<file path="src/rtl/lc3_mem_pkg.sv">
// Shared types and constants for the LC-3 MAR/MDR memory sequencer.
package lc3_mem_pkg;

    typedef enum logic [1:0] {
        IDLE   = 2'd0,
        ACCESS = 2'd1,
        DONE   = 2'd2
    } state_t;

    localparam logic REQ_FETCH = 1'b0;
    localparam logic REQ_DATA  = 1'b1;

    // Start of the KBSR/KBDR/DSR/DDR device-register page
    localparam logic [15:0] MMIO_BASE = 16'hFE00;

endpackage

</file>
<file path="src/rtl/lc3_rr_arb2.sv">
// Two-way round-robin arbiter between instruction fetch and load/store.
// A lone request wins outright; on a tie the pointer decides.
module lc3_rr_arb2
    import lc3_mem_pkg::*;
(
    input  logic clk,
    input  logic aclr,
    input  logic fetch_req,
    input  logic data_req,
    input  logic take,
    output logic grant_id,
    output logic any_req
);

    logic ptr_reg;

    always_comb begin
        any_req = fetch_req | data_req;
        if (fetch_req && data_req) begin
            grant_id = ptr_reg;
        end else if (data_req) begin
            grant_id = REQ_DATA;
        end else begin
            grant_id = REQ_FETCH;
        end
    end

    // After each grant the other requester gets priority on the next tie
    always_ff @(posedge clk or negedge aclr) begin
        if (!aclr) begin
            ptr_reg <= REQ_FETCH;
        end else if (take && any_req) begin
            ptr_reg <= ~grant_id;
        end
    end

endmodule

</file>
<file path="src/rtl/lc3_mem_ctrl.sv">
// LC-3 MAR/MDR memory sequencer: arbitrates fetch vs load/store onto one memory port.
// Define LC3_MMIO_EN to route accesses at or above MMIO_BASE to the io_* port instead.
module lc3_mem_ctrl
    import lc3_mem_pkg::*;
#(
    parameter int MEM_LATENCY = 2,
    parameter int ADDR_W      = 16,
    parameter int DATA_W      = 16
) (
    input  logic              clk,
    input  logic              aclr,
    input  logic              fetch_req,
    input  logic [ADDR_W-1:0] fetch_addr,
    output logic              fetch_ack,
    output logic [DATA_W-1:0] fetch_rdata,
    input  logic              data_req,
    input  logic              data_we,
    input  logic [ADDR_W-1:0] data_addr,
    input  logic [DATA_W-1:0] data_wdata,
    output logic              data_ack,
    output logic [DATA_W-1:0] data_rdata,
    output logic              mem_en,
    output logic              mem_we,
    output logic [ADDR_W-1:0] mem_addr,
    output logic [DATA_W-1:0] mem_wdata,
    input  logic [DATA_W-1:0] mem_rdata,
`ifdef LC3_MMIO_EN
    output logic              io_en,
    output logic              io_we,
    input  logic [DATA_W-1:0] io_rdata,
`endif
    output logic              busy
);

    localparam logic [3:0] CNT_INIT = 4'(MEM_LATENCY - 1);

    generate
        if (MEM_LATENCY < 1 || MEM_LATENCY > 15) begin : g_bad_latency
            $error("lc3_mem_ctrl: MEM_LATENCY must be within 1..15");
        end
    endgenerate

    state_t            state_reg, state_next;
    logic [3:0]        cnt_reg;
    logic [ADDR_W-1:0] mar_reg;
    logic [DATA_W-1:0] mdr_reg;
    logic              we_reg;
    logic              owner_reg;
    logic              take;
    logic              grant_id;
    logic              any_req;
    logic [ADDR_W-1:0] grant_addr;
    logic [DATA_W-1:0] rdata_sel;
    logic              in_access;

    lc3_rr_arb2 u_arb (
        .clk       (clk),
        .aclr      (aclr),
        .fetch_req (fetch_req),
        .data_req  (data_req),
        .take      (take),
        .grant_id  (grant_id),
        .any_req   (any_req)
    );

    assign grant_addr = (grant_id == REQ_DATA) ? data_addr : fetch_addr;
    assign in_access  = (state_reg == ACCESS);

`ifdef LC3_MMIO_EN
    logic io_reg;

    always_ff @(posedge clk or negedge aclr) begin
        if (!aclr) begin
            io_reg <= 1'b0;
        end else if (take) begin
            io_reg <= (grant_addr >= ADDR_W'(MMIO_BASE));
        end
    end

    assign rdata_sel = io_reg ? io_rdata : mem_rdata;
    assign mem_en    = in_access & ~io_reg;
    assign mem_we    = in_access & ~io_reg & we_reg;
    assign io_en     = in_access & io_reg;
    assign io_we     = in_access & io_reg & we_reg;
`else
    assign rdata_sel = mem_rdata;
    assign mem_en    = in_access;
    assign mem_we    = in_access & we_reg;
`endif

    always_ff @(posedge clk or negedge aclr) begin
        if (!aclr) begin
            state_reg <= IDLE;
        end else begin
            state_reg <= state_next;
        end
    end

    always_comb begin
        state_next = state_reg;
        take       = 1'b0;
        case (state_reg)
            IDLE: begin
                if (any_req) begin
                    take       = 1'b1;
                    state_next = ACCESS;
                end
            end
            ACCESS: begin
                if (cnt_reg == 4'd0) begin
                    state_next = DONE;
                end
            end
            DONE:    state_next = IDLE;
            default: state_next = IDLE;
        endcase
    end

    // MAR/MDR are only loaded at grant; requester inputs are ignored afterwards
    always_ff @(posedge clk or negedge aclr) begin
        if (!aclr) begin
            mar_reg   <= '0;
            mdr_reg   <= '0;
            cnt_reg   <= 4'd0;
            we_reg    <= 1'b0;
            owner_reg <= REQ_FETCH;
        end else begin
            if (take) begin
                owner_reg <= grant_id;
                cnt_reg   <= CNT_INIT;
                mar_reg   <= grant_addr;
                if (grant_id == REQ_DATA) begin
                    we_reg <= data_we;
                    if (data_we) begin
                        mdr_reg <= data_wdata;
                    end
                end else begin
                    we_reg <= 1'b0;
                end
            end else if (in_access) begin
                if (cnt_reg != 4'd0) begin
                    cnt_reg <= cnt_reg - 4'd1;
                end else if (!we_reg) begin
                    mdr_reg <= rdata_sel;
                end
            end
        end
    end

    assign mem_addr    = mar_reg;
    assign mem_wdata   = mdr_reg;
    assign fetch_rdata = mdr_reg;
    assign data_rdata  = mdr_reg;
    assign fetch_ack   = (state_reg == DONE) && (owner_reg == REQ_FETCH);
    assign data_ack    = (state_reg == DONE) && (owner_reg == REQ_DATA);
    assign busy        = (state_reg != IDLE);

endmodule

</file>
<file path="config.mk">
export PLATFORM = sky130hd
export DESIGN_NAME = lc3_mem_ctrl
export DESIGN_NICKNAME = d
export VERILOG_FILES = /design/src/rtl/lc3_mem_pkg.sv /design/src/rtl/lc3_rr_arb2.sv /design/src/rtl/lc3_mem_ctrl.sv
export SDC_FILE = /design/constraint.sdc
export NUM_CORES = 1
export LEC_CHECK = 0
export BUFFER_PORTS_ARGS = -buffer_cell sky130_fd_sc_hd__buf_2
export CAP_MARGIN = 10
export CORE_ASPECT_RATIO = 0.6
export CORE_UTILIZATION = 43
export DETAILED_ROUTE_END_ITERATION = 12
export GPL_ROUTABILITY_DRIVEN = 0
export HOLD_SLACK_MARGIN = 0.15
export PLACE_DENSITY_LB_ADDON = 0.25
export RECOVER_POWER = 50
export SLEW_MARGIN = 25
export SYNTH_ARGS = -nofsm -noshare
export SYNTH_HDL_FRONTEND = slang
export SYNTH_HIERARCHICAL = 1
export SYNTH_SLANG_ARGS = --single-unit
</file>
<file path="constraint.sdc">
create_clock -name clk -period 2.9 [get_ports clk]
set_input_delay 0.29 -clock clk [delete_from_list [all_inputs] [get_ports clk]]
set_output_delay 0.29 -clock clk [all_outputs]
set_load 0.1 [all_outputs]
</file>
[Yosys cells after proc, flatten, opt, wreduce, memory -nomap -nowiden]
Cells that the tools add are included.
Word-level totals
  bits of input ports: 69
  logic and storage cells: 51
  output and inout bits: 69
  flip-flop bits (word level): 41
Operators by class
  eq/ne operators: 8
  multiplexer cells: 18
  $add $sub $neg: 1
  bitwise operators: 4
  reductions and logical operators: 13
Operator list (number)
  $mux W16: 7
  $mux W4: 3
  $ne A2 B1 Y1 const B: 4
  $reduce_bool A2 Y1: 3
  $mux W1: 5
  $reduce_and A5 Y1: 1
  $logic_and A1 B1 Y1: 4
  $logic_not A4 Y1: 1
  $mux W2: 2
  $ne A2 B2 Y1 const B: 2
  $pmux W2 S2: 1
  $reduce_and A2 Y1: 2
  $reduce_bool A4 Y1: 1
  $sub A4 B1 Y4 const B: 1
  $eq A2 B1 Y1 const B: 1
  $eq A2 B2 Y1 const B: 1
  $logic_not A2 Y1: 1
  $not A1 Y1: 2
  $and A1 B1 Y1: 1
  $or A1 B1 Y1: 1

[Logic depth before layout (Yosys ltp)]
  depth after elaboration: 5
  gate-level depth with buffers: 7
  gate-level depth less buffers: 5

[Hierarchy]
Netlist, hierarchy kept.
Modules (own cells, without submodules)
  lc3_mem_ctrl: seq. area each 1001.0 um^2, instances 1, area an instance 2223.4 um^2, cells an instance 195
  lc3_rr_arb2: seq. area each 25.0 um^2, instances 1, area an instance 53.8 um^2, cells an instance 6

[Worst setup path after synthesis]
No wires, ideal clock.
  path type: register to output
  start: register state_reg[0]
  end: output port fetch_ack
  cell stages (with the launch flop): 2
  slack: 8 ps
  buffers on the path: 0
  arrival: 2602 ps
  required time: 2610 ps
  cell sequence: dfrtp_1 > nor3b_1
On the way
  word-level cells in the longest chain between the ends: 2
Ends and longest elaborated chain
  start, declared: line lc3_mem_ctrl.sv:43  | state_t state_reg, state_next;
  start signal, assigned: line lc3_mem_ctrl.sv:95  | state_reg <= state_next;
  $eq A2 B2 Y1: line lc3_mem_ctrl.sv:154  | assign fetch_ack = (state_reg == DONE) && (owner_reg == REQ_FETCH);
  $logic_and A1 B1 Y1: line lc3_mem_ctrl.sv:154
  end, declared: line lc3_mem_ctrl.sv:14  | output logic fetch_ack,
Every way passes these cells.

[Worst setup path in the final report]
  start: register cnt_reg[0]
  end: register mdr_reg[1] (netlist: data_rdata[1])
On the way
  word-level cells in the longest chain between the ends: 3
Ends and longest elaborated chain
  start, declared: line lc3_mem_ctrl.sv:44  | logic [3:0] cnt_reg;
  start signal, assigned: line lc3_mem_ctrl.sv:142  | cnt_reg <= cnt_reg - 4'd1;
  $reduce_bool A4 Y1: line lc3_mem_ctrl.sv:141  | if (cnt_reg != 4'd0) begin
  $ne A2 B1 Y1 (no source line)
  $reduce_and A5 Y1 (no source line)
  end signal, assigned: line lc3_mem_ctrl.sv:135  | mdr_reg <= data_wdata;
  end signal, assigned: line lc3_mem_ctrl.sv:144  | mdr_reg <= rdata_sel;
  end, declared: line lc3_mem_ctrl.sv:46  | logic [DATA_W-1:0] mdr_reg;
Every way passes these cells.
A chain may end at the register's enable or synchronous reset.

==> summary.txt <==
Floorplanning
  • FP Rows: 20
  • I/O pins: approximately 140
  • Initial Util: 44.83%
  • Chip Height: 58.37 microns
  • Core footprint: 5080 sq um
  • DIE AREA: 5601 sq um
  • Die width: 95.95 microns

Route
  • Post-route ant nets: 0
  • WL final: 4.629 mm
  • Vias per inst: roughly 4.6
  • # DRC: 0
  • TritonRoute pass-1 iters: 4
  • Post-detailed-route wirelength per cell: 12.34 microns
  • 1st-iter DRT viols: 33
  • Vias: 1740

Clock network
  • Skew-Pair Late Insertion Delay: about 290 ps
  • CTS clk-pin slew, worst paths: 70 ps
  • H-Tree Depth: 2
  • CTS tree: built
  • Post-cts resize count: 0
  • Root Driver: clkbuf_8
  • Num CTS Buffers: 5
  • Post-CTS Setup Inserts: 0
  • Bufs on Longest Clock Path: 2
  • Clock sinks: 41

Timing
  • Final setup violation count: 0
  • Max Fclk: 0.4076 GHz
  • Final min period: roughly 2500 ps
  • Final Hold Fails: 0
  • Final worst-path cycle share: 84.60%
  • Setup TNS: 0 ps
  • Final Max Tran Viols: 0
  • Rel. slew slack: 14.91%
  • Worst-case clock skew: 5.662 ps
  • Worst slew pin tran: 1276 ps
  • RSZ-0062 raised after global routing: false

Setup path
  • Reg-to-reg slack, setup: 450 ps
  • Crit path kind: reg -> reg
  • Startpoint Class: flop
  • Worst R2R Path Depth: 5
  • CP endpoint kind: flop
  • FF-to-FF End: data_rdata[1]
  • WP data required: roughly 3100 ps
  • Crit path DAT: 2630 ps
  • Worst R2R Start: cnt_reg[0]
  • Max FO, Critical Path: 16

Final layout
  • Commonest non-fill, non-tap cell in the layout: buf_2
  • Inserted Diodes: 0
  • Area Growth Syn to Fin: 25.38%
  • Share of layout cells above drive strength 1: approximately half
  • Most frequent cells in the layout: buf_2, dfrtp_1, clkbuf_1, nand2_1, mux2_2
  • Nets: approximately 380

GRT
  • Gr ovfl total: 0
  • Vias in the first global route: 1510
  • Largest net degree at the start of global routing: 42
  • GRT Overall Usage: between 15 and 20%
  • Initial antenna violation count: 0
  • First-pass GRT wire length: around 7.2 mm

Placed design
  • IO Port Bufs: 137
  • DP HPWL: 3.481 mm

Synth
  • Distinct cells, synth: 31
  • Net Count, Synth: 272
  • Post-synth top area share: 45.05%
  • Cell taking the most area after synthesis: dfrtp_1
  • Synthesized area per cell: approximately 11 sq um
  • Post-synthesis sequential area ratio: 45.05%
  • Top cells by area, synth: dfrtp_1, mux2_2, buf_4
  • Mapped Area: 2277 sq um
  • Synth Instances: 201
  • Yosys reg bits: 41
  • Syn. warnings: 6

Status
  • Status: finished clean

Worst hold path
  • Worst Hold Class: in -> reg
  • Hold Path Depth: 2
  • Worst hold path endpoint: u_arb/ptr_reg
  • Hold_sp: data_req

Job
  • Max-cap violations: 0
logic make-up (layout without fill, tap and decap cells):
group,count (synthesis),count (layout),synth area share [%]
muxes,50,50,25.38
buffers and inverters,47,155,13.90
DFF,41,41,45.05
and+or+nand+nor,36,36,7.528
AOI/OAI and AO/OA,25,25,7.033
adders and majority gates,2,2,1.099
cells in the mapped netlist:
master / instances
nand3_1: 1
buf_1: 1
a21boi_1: 1
or3_2: 1
o31ai_1: 1
a31oi_1: 2
dfrtp_1: 41
clkbuf_2: 1
mux2_2: 22
or2b_2: 1
inv_1: 5
nor2_1: 1
mux2i_1: 18
ha_1: 2
or2_1: 1
nor3b_1: 1
o211ai_1: 1
a21oi_1: 1
buf_12: 1
or3b_1: 2
a211oi_1: 1
nand2_1: 25
o21ai_0: 17
buf_2: 2
and2_1: 1
o32ai_4: 1
or2_2: 1
buf_4: 32
clkbuf_1: 5
and3b_1: 1
mux2_4: 10
routing by layer:
layer	routed length, microns	GRT usage (%)	part of all wire (%)	up-vias
li1	-	-	-	864
met1	2208	23.60	48	792
met2	1998	26.63	43	79
met3	401	5.297	8.7	5
met4	19	4.478	0.41	0
met5	0	0	0	-
metrics by stage:
stage,util (%),setup WS (ps),cell area (sq um),std cells,hold slack (ps)
global placement,54.61,493.5,2774,365,463.5
floorplan,-,7.942,2277,201,-5.591
detailed placement,54.61,444.6,2774,365,469.3
global route,56.21,236.5,2855,375,207.2
finish,56.21,446.5,2855,375,214.0
CTS,56.60,444.5,2875,373,158.7
worst max-delay path, stage by stage, from the launching register on:
cell	delay, ps
dfrtp_1	410
inv_1	90
ha_1	130
or3b_1	470
o32ai_4	830
mux2_2	420
timing repair:
action                     in CTS  in global routing
setup endpoints to repair       0                  0
hold endpoints to repair        0                 12
hold buffers                    0                  1
worst max path at each step:
stage / start / endpoint / slack (ps) / cells after the start
finish: cnt_reg[0] / data_rdata[1] / 450 / 5
global route: aclr / mem_addr[8] / 240 / 3
CTS: cnt_reg[0] / data_rdata[1] / 440 / 5
detailed placement: cnt_reg[0] / data_rdata[4] / 440 / 5
global placement: cnt_reg[0] / data_rdata[3] / 490 / 5
floorplan: state_reg[0] / fetch_ack / 8 / 1
cell type report:
class	count	area (sq um)
multi-input cells	113	938.4
well taps	66	82.58
fillers	488	2225
inverters	5	18.77
flip-flops and latches	41	1026
repair buffers	142	688.2
clock inverters	1	5.005
clock buffers	7	96.34
Power is not shown: default switching activity piles up to over one toggle a cycle in this logic, so the estimate is an artifact.
